--- config.mk ---
export PLATFORM = sky130hd
export DESIGN_NAME = if_id_register_flat
export DESIGN_NICKNAME = d
export VERILOG_FILES = /design/src/rtl/if_id_register_pkg.sv /design/src/rtl/if_id_register_if.sv /design/src/rtl/if_id_register_sat_counter.sv /design/src/rtl/if_id_register.sv /design/src/flat_wrapper.sv
export SDC_FILE = /design/constraint.sdc
export NUM_CORES = 1
export LEC_CHECK = 0
export ABC_CLOCK_PERIOD_IN_PS = 3800
export BUFFER_PORTS_ARGS = -buffer_cell sky130_fd_sc_hd__buf_2
export CAP_MARGIN = 20
export CORE_ASPECT_RATIO = 2
export CORE_UTILIZATION = 40
export CTS_CLUSTER_DIAMETER = 30
export DETAILED_ROUTE_END_ITERATION = 8
export PLACE_DENSITY = 0.72
export SYNTH_ARGS = -nofsm -noshare
export SYNTH_HDL_FRONTEND = slang
export SYNTH_SLANG_ARGS = --single-unit
--- constraint.sdc ---
create_clock -name i_clk -period 3.8 [get_ports i_clk]
set_input_delay 0.76 -clock i_clk [delete_from_list [all_inputs] [get_ports i_clk]]
set_output_delay 0.76 -clock i_clk [all_outputs]
set_load 0.05 [all_outputs]
--- src/rtl/if_id_register_pkg.sv ---
// Shared definitions for the IF/ID pipeline register: halt FSM state encoding
// and the special instruction encodings.
package if_id_register_pkg;

  localparam logic [1:0] ST_RUN_ENC       = 2'd0;
  localparam logic [1:0] ST_HALT_SEEN_ENC = 2'd1;
  localparam logic [1:0] ST_HALTED_ENC    = 2'd2;

  typedef enum logic [1:0] {
    ST_RUN       = ST_RUN_ENC,
    ST_HALT_SEEN = ST_HALT_SEEN_ENC,
    ST_HALTED    = ST_HALTED_ENC
  } halt_state_t;

  localparam logic [31:0] HALT_INSTR = 32'hFC000000;
  localparam logic [31:0] NOP_INSTR  = 32'h00000000;

endpackage

--- src/rtl/if_id_register_if.sv ---
// Fetch-to-decode bus: fetched instruction/PC+1 in, registered copies out to ID.
interface if_id_register_if #(
  parameter int NB_DATA = 32
);

  logic [NB_DATA-1:0] instr;
  logic [NB_DATA-1:0] pc_4;
  logic               halt_signal;
  logic [NB_DATA-1:0] id_instr;
  logic [NB_DATA-1:0] id_pc_4;
  logic               id_valid;

  modport master (
    output instr, pc_4, halt_signal,
    input  id_instr, id_pc_4, id_valid
  );

  modport slave (
    input  instr, pc_4, halt_signal,
    output id_instr, id_pc_4, id_valid
  );

endinterface

--- src/rtl/if_id_register_sat_counter.sv ---
// Saturating up-counter with synchronous clear; shared with the debug unit.
module sat_counter #(
  parameter int WIDTH = 16
) (
  input  logic             i_clk,
  input  logic             i_clear,
  input  logic             i_enable,
  output logic [WIDTH-1:0] o_count
);

  logic [WIDTH-1:0] r_count;

  always_ff @(posedge i_clk) begin
    if (i_clear) begin
      r_count <= '0;
    end else if (i_enable && (r_count != {WIDTH{1'b1}})) begin
      r_count <= r_count + WIDTH'(1);
    end
  end

  assign o_count = r_count;

endmodule

--- src/rtl/if_id_register.sv ---
// IF/ID pipeline register with stall/flush handling, halt detection FSM and
// a saturating accepted-instruction counter.
//
// state     | meaning
// ----------+--------------------------------------------------------------
// RUN       | normal fetch; loads capture the fetched instruction
// HALT_SEEN | halt instruction held in the register, PC frozen
// HALTED    | front end drained; register holds a bubble until reset
module if_id_register
  import if_id_register_pkg::*;
#(
  parameter int                 NB_DATA   = 32,
  parameter int                 NB_COUNT  = 16,
  parameter logic [NB_DATA-1:0] NOP_INSTR = if_id_register_pkg::NOP_INSTR
) (
  input  logic                i_clk,
  input  logic                i_reset,
  input  logic                i_enable,
  input  logic                i_stall,
  input  logic                i_flush,
  if_id_register_if.slave     io_bus,
  output logic                o_pc_hold,
  output logic                o_halted,
  output logic [NB_COUNT-1:0] o_fetch_count
);

  halt_state_t        r_state;
  logic [NB_DATA-1:0] r_instr;
  logic [NB_DATA-1:0] r_pc_4;
  logic               r_valid;
  logic               r_pc_hold;
  logic               r_halted;

  logic w_load;
  logic w_count_en;

  assign w_load     = i_enable & ~i_stall;
  // Only genuine captures in RUN are counted; bubbles and halt-path writes are not.
  assign w_count_en = w_load & ~i_flush & (r_state == ST_RUN);

  always_ff @(posedge i_clk) begin
    if (i_reset) begin
      r_state   <= ST_RUN;
      r_instr   <= NOP_INSTR;
      r_pc_4    <= '0;
      r_valid   <= 1'b0;
      r_pc_hold <= 1'b0;
      r_halted  <= 1'b0;
    end else if (i_enable) begin
      case (r_state)
        ST_RUN: begin
          if (i_flush) begin
            r_instr <= NOP_INSTR;
            r_valid <= 1'b0;
          end else if (!i_stall) begin
            r_instr <= io_bus.instr;
            r_pc_4  <= io_bus.pc_4;
            r_valid <= 1'b1;
            if (io_bus.halt_signal) begin
              r_state   <= ST_HALT_SEEN;
              r_pc_hold <= 1'b1;
            end
          end
        end
        ST_HALT_SEEN: begin
          if (i_flush) begin
            r_instr   <= NOP_INSTR;
            r_valid   <= 1'b0;
            r_pc_hold <= 1'b0;
            r_state   <= ST_RUN;
          end else if (!i_stall) begin
            // Instruction at the frozen PC is discarded; the halt has drained.
            r_instr  <= NOP_INSTR;
            r_valid  <= 1'b0;
            r_halted <= 1'b1;
            r_state  <= ST_HALTED;
          end
        end
        ST_HALTED: begin
          r_state <= ST_HALTED;
        end
        default: begin
          r_state <= ST_RUN;
        end
      endcase
    end
  end

  sat_counter #(
    .WIDTH (NB_COUNT)
  ) u_fetch_counter (
    .i_clk    (i_clk),
    .i_clear  (i_reset),
    .i_enable (w_count_en),
    .o_count  (o_fetch_count)
  );

  assign io_bus.id_instr = r_instr;
  assign io_bus.id_pc_4  = r_pc_4;
  assign io_bus.id_valid = r_valid;
  assign o_pc_hold       = r_pc_hold;
  assign o_halted        = r_halted;

endmodule
--- src/flat_wrapper.sv ---
// flat-port wrapper written by rule: the top's interface ports become plain ports
module if_id_register_flat import if_id_register_pkg::*;
#(
  parameter int                 NB_DATA   = 32,
  parameter int                 NB_COUNT  = 16,
  parameter logic [NB_DATA-1:0] NOP_INSTR = if_id_register_pkg::NOP_INSTR
)
  (i_clk, i_reset, i_enable, i_stall, i_flush, o_pc_hold, o_halted, o_fetch_count, io_bus_instr, io_bus_pc_4, io_bus_halt_signal, io_bus_id_instr, io_bus_id_pc_4, io_bus_id_valid);
  if_id_register_if #(.NB_DATA(NB_DATA)) io_bus_i ();
  input  logic i_clk;
  input  logic i_reset;
  input  logic i_enable;
  input  logic i_stall;
  input  logic i_flush;
  output logic o_pc_hold;
  output logic o_halted;
  output logic [NB_COUNT-1:0] o_fetch_count;
  input wire logic [$bits(io_bus_i.instr)-1:0] io_bus_instr;
  input wire logic [$bits(io_bus_i.pc_4)-1:0] io_bus_pc_4;
  input wire logic [$bits(io_bus_i.halt_signal)-1:0] io_bus_halt_signal;
  output wire logic [$bits(io_bus_i.id_instr)-1:0] io_bus_id_instr;
  output wire logic [$bits(io_bus_i.id_pc_4)-1:0] io_bus_id_pc_4;
  output wire logic [$bits(io_bus_i.id_valid)-1:0] io_bus_id_valid;
  assign io_bus_i.instr = io_bus_instr;
  assign io_bus_i.pc_4 = io_bus_pc_4;
  assign io_bus_i.halt_signal = io_bus_halt_signal;
  assign io_bus_id_instr = io_bus_i.id_instr;
  assign io_bus_id_pc_4 = io_bus_i.id_pc_4;
  assign io_bus_id_valid = io_bus_i.id_valid;
  if_id_register #(.NB_DATA(NB_DATA), .NB_COUNT(NB_COUNT), .NOP_INSTR(NOP_INSTR)) u_core (.i_clk(i_clk), .i_reset(i_reset), .i_enable(i_enable), .i_stall(i_stall), .i_flush(i_flush), .io_bus(io_bus_i), .o_pc_hold(o_pc_hold), .o_halted(o_halted), .o_fetch_count(o_fetch_count));
endmodule
Yosys cells after proc, flatten, opt, wreduce, memory -nomap -nowiden
Index checks and enable logic that the tools add are counted.

Register bits after elaboration: 85. Input port bits: 70. Output and inout port bits: 83. Logic and storage cells: 51.

Add/sub/neg operators: 1. Equality and inequality tests: 9. Muxes and demuxes: 21. Bitwise logic cells: 5. Reduce and logical (&&, ||, !) cells: 8.

Operators by type and width (number): 2-to-1 mux 32 bit (4); case mux 32 bit (2 select lines) (1); adder 16 x 1 -> 16 bit, second input constant (1); != test 16 bit, second input constant (1); AND reduction 4 bit (3); 2-to-1 mux 2 bit (5); 2-to-1 mux 1 bit (8); != test 2 bit, second input constant (4); != test 3 bit, second input constant (2); case mux 2 bit (3 select lines) (1); AND reduction 6 bit (1); AND reduction 5 bit (1); case mux 1 bit (2 select lines) (2); AND 1 bit (3); == test 2 x 1 -> 1 bit, second input constant (1); == test 2 bit, second input constant (1); logical NOT 2 bit (1); NOT 1 bit (2); nonzero test 2 bit (1); logical AND 1 bit (1).

Longest topological paths before layout
Gate-level depths: netlist of the first run.

Word-level depth: 5. Gate-level depth with buffers: 6. Gate-level depth less buffers: 5.

Cells and area by module
A second synthesis of the first run with hierarchy kept.

Cell total of the unflattened synthesis: 347. Area, all modules: 3369.5 um^2.

Modules (own cells, without submodules): if_id_register (times used 1, cells each 248, area each 2521.2 um^2, seq. area each 1381.3 um^2); sat_counter (times used 1, cells each 99, area each 848.3 um^2, seq. area each 320.3 um^2).

Worst setup path after synthesis of the first run
Ideal clock, no wire load.

Path kind: in2reg. From: input i_flush. To: register u_core.u_fetch_counter.r_count[13], in the netlist u_core.u_fetch_counter.o_count[13]. Library setup time: 0.123 ns. Arrival time: 1.929 ns. Required time: 3.677 ns. Setup slack: 1.747 ns. Stages: 4. Path buffers: 0. Cell sequence: nor2_1 nand4_2 nor4_1 mux2_1.

Longest elaborated chain between the ends: 4.

Ends and longest elaborated chain: from (decl) (line flat_wrapper.sv:14) `input logic i_flush;`; NOT 1 bit (no line); AND 1 bit (2 in a row) (line if_id_register.sv:39) `assign w_count_en = w_load & ~i_flush & (r_state == ST_RUN);`; logical AND 1 bit (line if_id_register_sat_counter.sv:16) `end else if (i_enable && (r_count != {WIDTH{1'b1}})) begin`; to (signal assigned) (line if_id_register_sat_counter.sv:17) `r_count <= r_count + WIDTH'(1);`; to (decl) (line if_id_register_sat_counter.sv:11) `logic [WIDTH-1:0] r_count;`.

No other way between the ends. A chain may end at the register's enable or synchronous reset.

Worst setup path after layout of the first run
From: input i_flush. To: register u_core.u_fetch_counter.r_count[3], in the netlist u_core.u_fetch_counter.o_count[3].

The elaborated chain is that of the path after synthesis.

==> flow_summary.toml, run 1 <==
[status]
status = "finished, final reports clean"

[die]
die_w_um = 65.3
core_um2 = 7660
die_area_um2 = 8380
rows = 45
die_h_um = 129
initial_utilization_pct = 41.8
ios = 153

[routing]
drtIter0Drc = 191
totalWireLength_mm = 8.42
ant_nets = 0
wire_per_inst_um = 13.8
routed_via_density = 5.20
first_pass_iters = 4
num_vias = 3165
route.detailed.drc = 0

[min_path]
holdCritPathClass = "reg2reg"
hold_start = "u_core.io_bus.id_pc_4[11]"

[place]
gp_congestion = 0.802
port_buffers = 152
dpl.hpwl_mm = 6.02
dp_slack_ps = 1070
place_area_um2 = 4000

[finish]
antenna_cells = 0
fin_util_pct = 57.2
fin_area_um2 = 4380
drive_gt1_share_pct = 35.0
final.fill_count = 743
area_delta_synth_final_pct = 36.9
nets = 581
register_area_um2 = 1700
multi_input_area_um2 = 1380

[timing]
hold_viol = 0
hold_ws_ps = 451
relSlewSlack_pct = 37.7
fin_crit_sh_pct = 62.9
worstMarginPinSlew_ps = 935
setup-tns-final_ps = 0
final_max_slew_viol_count = 0
min_period_ps = 2390
fmax_mhz = 418
rsz0062_at_grt = "false"
worst_slack_ps = 1410
setup_viol = 0
skew_ps = 7.25

[synth]
synth_cell_types = 37
ys_ff_latch = 85
ys_seq_area_share_pct = 53.2
synth_top_cell_by_area = "dfxtp_1"
yosys_warnings = 0
synth_common_cells = "dfxtp_1, nand2_1, a21oi_1, nor2_1, a22oi_1"
synth-edff-count = 0
yosysMostFrequentCell = "dfxtp_1"
synth_top_area_share_pct = 53.2
avgSynthCellArea_um2 = 8.72
synthFlopType = "dfxtp_1"
synthTopCellsByArea = "dfxtp_1, nand2_1, a21oi_1"
synth.cell_area_um2 = 3200
synth_cells = 367
synthArstFlopShare_pct = 0
synth_nets = 438

[setup_path]
critPathLaunch = "i_flush"
path_buf_inv = 1
arrival_ps = 2640
worstPathCellList = "buf_2 > nor2_1 > nand2_1 > or4_1 > a21oi_1"
critPathKind = "in2reg"
cpPeakStageDelay_ps = 650
critPathMaxFanout = 22
cp_slowest_cell = "or4_1"
cpLargestDelayFamily = "simple AND/OR/NAND/NOR gates"
startpoint_type = "input pin"
cp.required_ps = 4050
cp-end-kind = "register"
r2r_start = "u_core.u_fetch_counter.o_count[0]"

[pwr]
vdd_drop_max_mv = 0.343
seq_power_share_pct = 42.8
clkPwrFrac_pct = 47.1
combPwrFrac_pct = 10.1
p_leak_nw = 1.96
switchingPower_mw = 0.520
switching_share_pct = 24.0
p_per_area_nw_per_um2 = 494
p_int_mw = 1.65

[clock_network]
path_clk_slew_ps = 60
cts_sinks = 85
h-tree-depth = 3
root_buffer = "clkbuf_16"
clk_latency_ps = 330
post-cts-setup-buffers = 0
cts_tree = "done"
cts-hold-fix-buffers = 0
cts_max_path_buffers = 2
cts_buffers = 9
cts_resized = 0

[global_routing]
grt_usage_pct = 20.1
grt_pass1_wl_mm = 13.1
grt_pass1_vias = 2969
grt_overflow = 0
antenna_found_initial = 0
grt_max_degree = 57

[run]
maxCapViolCount = 0
[stage by stage]
stage	total power, mW	cells
final	2.17	609
after global routing	2.25	609
after CTS	2.19	608
after detailed placement	1.16	592
after global placement	1.16	592
after floorplan	1.09	367
[final cells by class]
cell class,count,share of cell area (%)
clock buffers,10,5.45
clock inverters,6,2.63
inverters,4,0.343
multi-input cells,254,31.6
flip-flops and latches,85,38.8
well taps,94,2.68
repair buffers,156,18.5
[kinds of logic after synthesis]
| kind of cell | share of synthesized area, % |
|---|---|
| fa+ha+maj | 0.391 |
| buf+inv | 3.67 |
| simple gates | 23.0 |
| compound gates | 19.4 |
| flops | 53.2 |
| mux | 0.352 |
[worst paths after layout]
check / endpoint / depth (start not counted) / slack (ps)
min reg2reg: u_core.io_bus.id_pc_4[11] / 2 / 450
min: u_core.io_bus.id_pc_4[11] / 2 / 450
max: u_core.u_fetch_counter.o_count[3] / 5 / 1410
max reg2reg: u_core.u_fetch_counter.o_count[13] / 5 / 1590
[power by group through the flow]
stage                     Sequential [mW]  Combinational, mW  Clock (mW)
after floorplan                      1.02             0.0647           0
after detailed placement            0.947              0.216           0
final                               0.927              0.219        1.02
after global routing                0.929              0.234        1.08
after CTS                           0.927              0.216        1.04
after global placement              0.946              0.213           0
[cell usage in the layout (no fill, tap or decap), types with 3 or more instances in the layout]
| cell | Yosys | final |
|---|---|---|
| inv_1 | 4 | 4 |
| dfxtp_1 | 85 | 85 |
| or3_1 | 4 | 4 |
| nand3_1 | 4 | 4 |
| a21oi_1 | 49 | 49 |
| buf_4 | 1 | 3 |
| bufinv_16 | 0 | 3 |
| clkbuf_16 | 0 | 9 |
| or4_1 | 10 | 10 |
| nand4_1 | 4 | 4 |
| a22oi_1 | 32 | 32 |
| buf_2 | 7 | 152 |
| nor2_1 | 37 | 37 |
| o21ai_1 | 3 | 3 |
| o31ai_1 | 10 | 10 |
| nand2_1 | 74 | 74 |
[worst register-to-register path: stages (launching register included)]
cell,delay [ps]
dfxtp_1,450
ha_1,210
and3_1,240
nor4b_4,710
nor4_1,170
mux2_1,340
[registers in the layout, summed over array words and instances, names as in the netlist]
register and flops:
u_core.io_bus.id_instr 32, u_core.io_bus.id_pc_4 32, u_core.u_fetch_counter.o_count 16, u_core.r_state 2
u_core.io_bus.id_valid 1, u_core.o_halted 1, u_core.o_pc_hold 1
[per-layer routing]
metal / track usage (%) / part of all wire, % / up-vias
met1: 21.7 / 39 / 1455
met5: 0 / 0 / -
li1: - / - / 1576
met3: 5.23 / 6.2 / 13
met4: 8.95 / 2.2 / 0
met2: 35.7 / 52 / 121
No activity file was read; power rests on OpenSTA's default activity.
==> run 2, diff against run 1 <==
Settings changed: ABC_CLOCK_PERIOD_IN_PS 3800 to 2200.
Clock period 3.8 ns to 2.2 ns, I/O delays scaled along.
==> flow_summary.toml, run 2 (synthesis results as in run 1) <==
[timing]
fin_crit_sh_pct = 88.5
relSlewSlack_pct = 67.2
worstMarginPinSlew_ps = 490
final_max_slew_viol_count = 0
setup_viol = 0
rsz0062_at_grt = "false"
fmax_mhz = 513
setup-tns-final_ps = 0
hold_viol = 0
skew_ps = 7.39
worst_slack_ps = 252
min_period_ps = 1950

[pwr]
p_leak_nw = 1.96
p_per_area_nw_per_um2 = 797
vdd_drop_max_mv = 0.535

[min_path]
holdPathStages = 3
hold_start = "io_bus_pc_4[7]"
holdCritPathClass = "in2reg"
hold_end = "u_core.io_bus.id_pc_4[7]"

[clock_network]
cts-hold-fix-buffers = 0
post-cts-setup-buffers = 0
cts_sinks = 85
path_clk_slew_ps = 60
root_buffer = "clkbuf_16"
h-tree-depth = 3
cts_max_path_buffers = 2
clk_latency_ps = 330
cts_buffers = 9
cts_tree = "done"
cts_resized = 0

[routing]
wl_met2_mm = 4.53
wire_per_inst_um = 13.8
totalWireLength_mm = 8.48
wl_met3_um = 562
first_pass_iters = 5
wl_met1_mm = 3.20
drtIter0Drc = 186
num_vias = 3180
routed_via_density = 5.17
top_layer_used = "met4"
route.detailed.drc = 0
ant_nets = 0

[die]
die_h_um = 129
initial_utilization_pct = 41.8
rows = 45
core_um2 = 7660
die_area_um2 = 8380
die_w_um = 65.3
ios = 153

[setup_path]
critPathMaxFanout = 10
cp_slowest_cell = "mux2_1"
arrival_ps = 2160
cpLargestDelayFamily = "simple AND/OR/NAND/NOR gates"
critPathKind = "reg2reg"
r2r_start = "u_core.u_fetch_counter.o_count[0]"
startpoint_type = "register"
ff2ff_path_depth = 6
cp-end-kind = "register"
path_buf_inv = 1
cpPeakStageDelay_ps = 360
critPathLaunch = "u_core.u_fetch_counter.o_count[0]"
worstPathCellList = "ha_1 > and3_1 > nor4b_4 > buf_4 > nor4_1 > mux2_1"
cp.required_ps = 2410
reg2reg_setup_slack_ps = 250
r2r_end = "u_core.u_fetch_counter.o_count[13]"

[finish]
drive_gt1_share_pct = 35.5
nets = 587
stdcell_count = 615
antenna_cells = 0
layout_common_cells = "buf_2, dfxtp_1, nand2_1"
layout_commonest_cell = "buf_2"
final.fill_count = 730
area_delta_synth_final_pct = 36.8

[global_routing]
grt_usage_pct = 20.6
antenna_found_initial = 0
grt_max_degree = 40
grt_pass1_vias = 3028
grt_pass1_wl_mm = 13.5
grt_overflow = 0

[place]
dpl.cell_count = 599
port_buffers = 152
dpl.hpwl_mm = 6.22
gp_congestion = 0.794
dp_slack_ps = 257

[run]
maxCapViolCount = 0

[status]
status = "finished, final reports clean"
## run 2: metal layers
layer | GRT usage, % | vias to the layer above
met2 | 36.8 | 132
met5 | 0 | -
met4 | 10.2 | 0
li1 | - | 1591
met1 | 21.8 | 1443
met3 | 5.41 | 14
## run 2: cell type report
type                            count  area, µm²  area share [%]
Clock buffer                       11        243            5.54
Clock inverter                      5       58.8            1.34
Inverter                            4       15.0           0.343
Multi-Input combinational cell    254       1380            31.6
Sequential cell                    85       1700            38.9
Tap cell                           94        118            2.69
Timing Repair Buffer              162        861            19.7
## run 2: tightest hold or removal path, cell delays in order
cell and delay, ps:
buf_2 90, nand2_1 40, a21oi_1 50
## run 2: power breakdown
group | internal (mW) | switching (mW)
sequential | 1.58 | 0.0216
combinational | 0.119 | 0.263
clock | 0.912 | 0.594
total | 2.61 | 0.878
## run 2: through the flow
| step | hold slack [ps] | power [mW] | util [%] | cell area [µm²] |
|---|---|---|---|---|
| after floorplan | 490 | 1.88 | - | 3200 |
| after global placement | 439 | 2.01 | 53.3 | 4080 |
| after detailed placement | 443 | 2.02 | 53.3 | 4080 |
| after CTS | 332 | 3.53 | 57.2 | 4380 |
| after global routing | 332 | 3.62 | 57.2 | 4380 |
| final | 341 | 3.49 | 57.2 | 4380 |
## run 2: how the worst max path moves through the flow
stage / to / slack, ps / cells after the start
5_1_grt: u_core.u_fetch_counter.o_count[13] / 190 / 6
4_1_cts: u_core.u_fetch_counter.o_count[13] / 260 / 6
3_5_place_dp: u_core.u_fetch_counter.o_count[13] / 260 / 5
2_1_floorplan: u_core.u_fetch_counter.o_count[13] / 230 / 5
6_report: u_core.u_fetch_counter.o_count[13] / 250 / 6
3_3_place_gp: u_core.u_fetch_counter.o_count[13] / 340 / 5
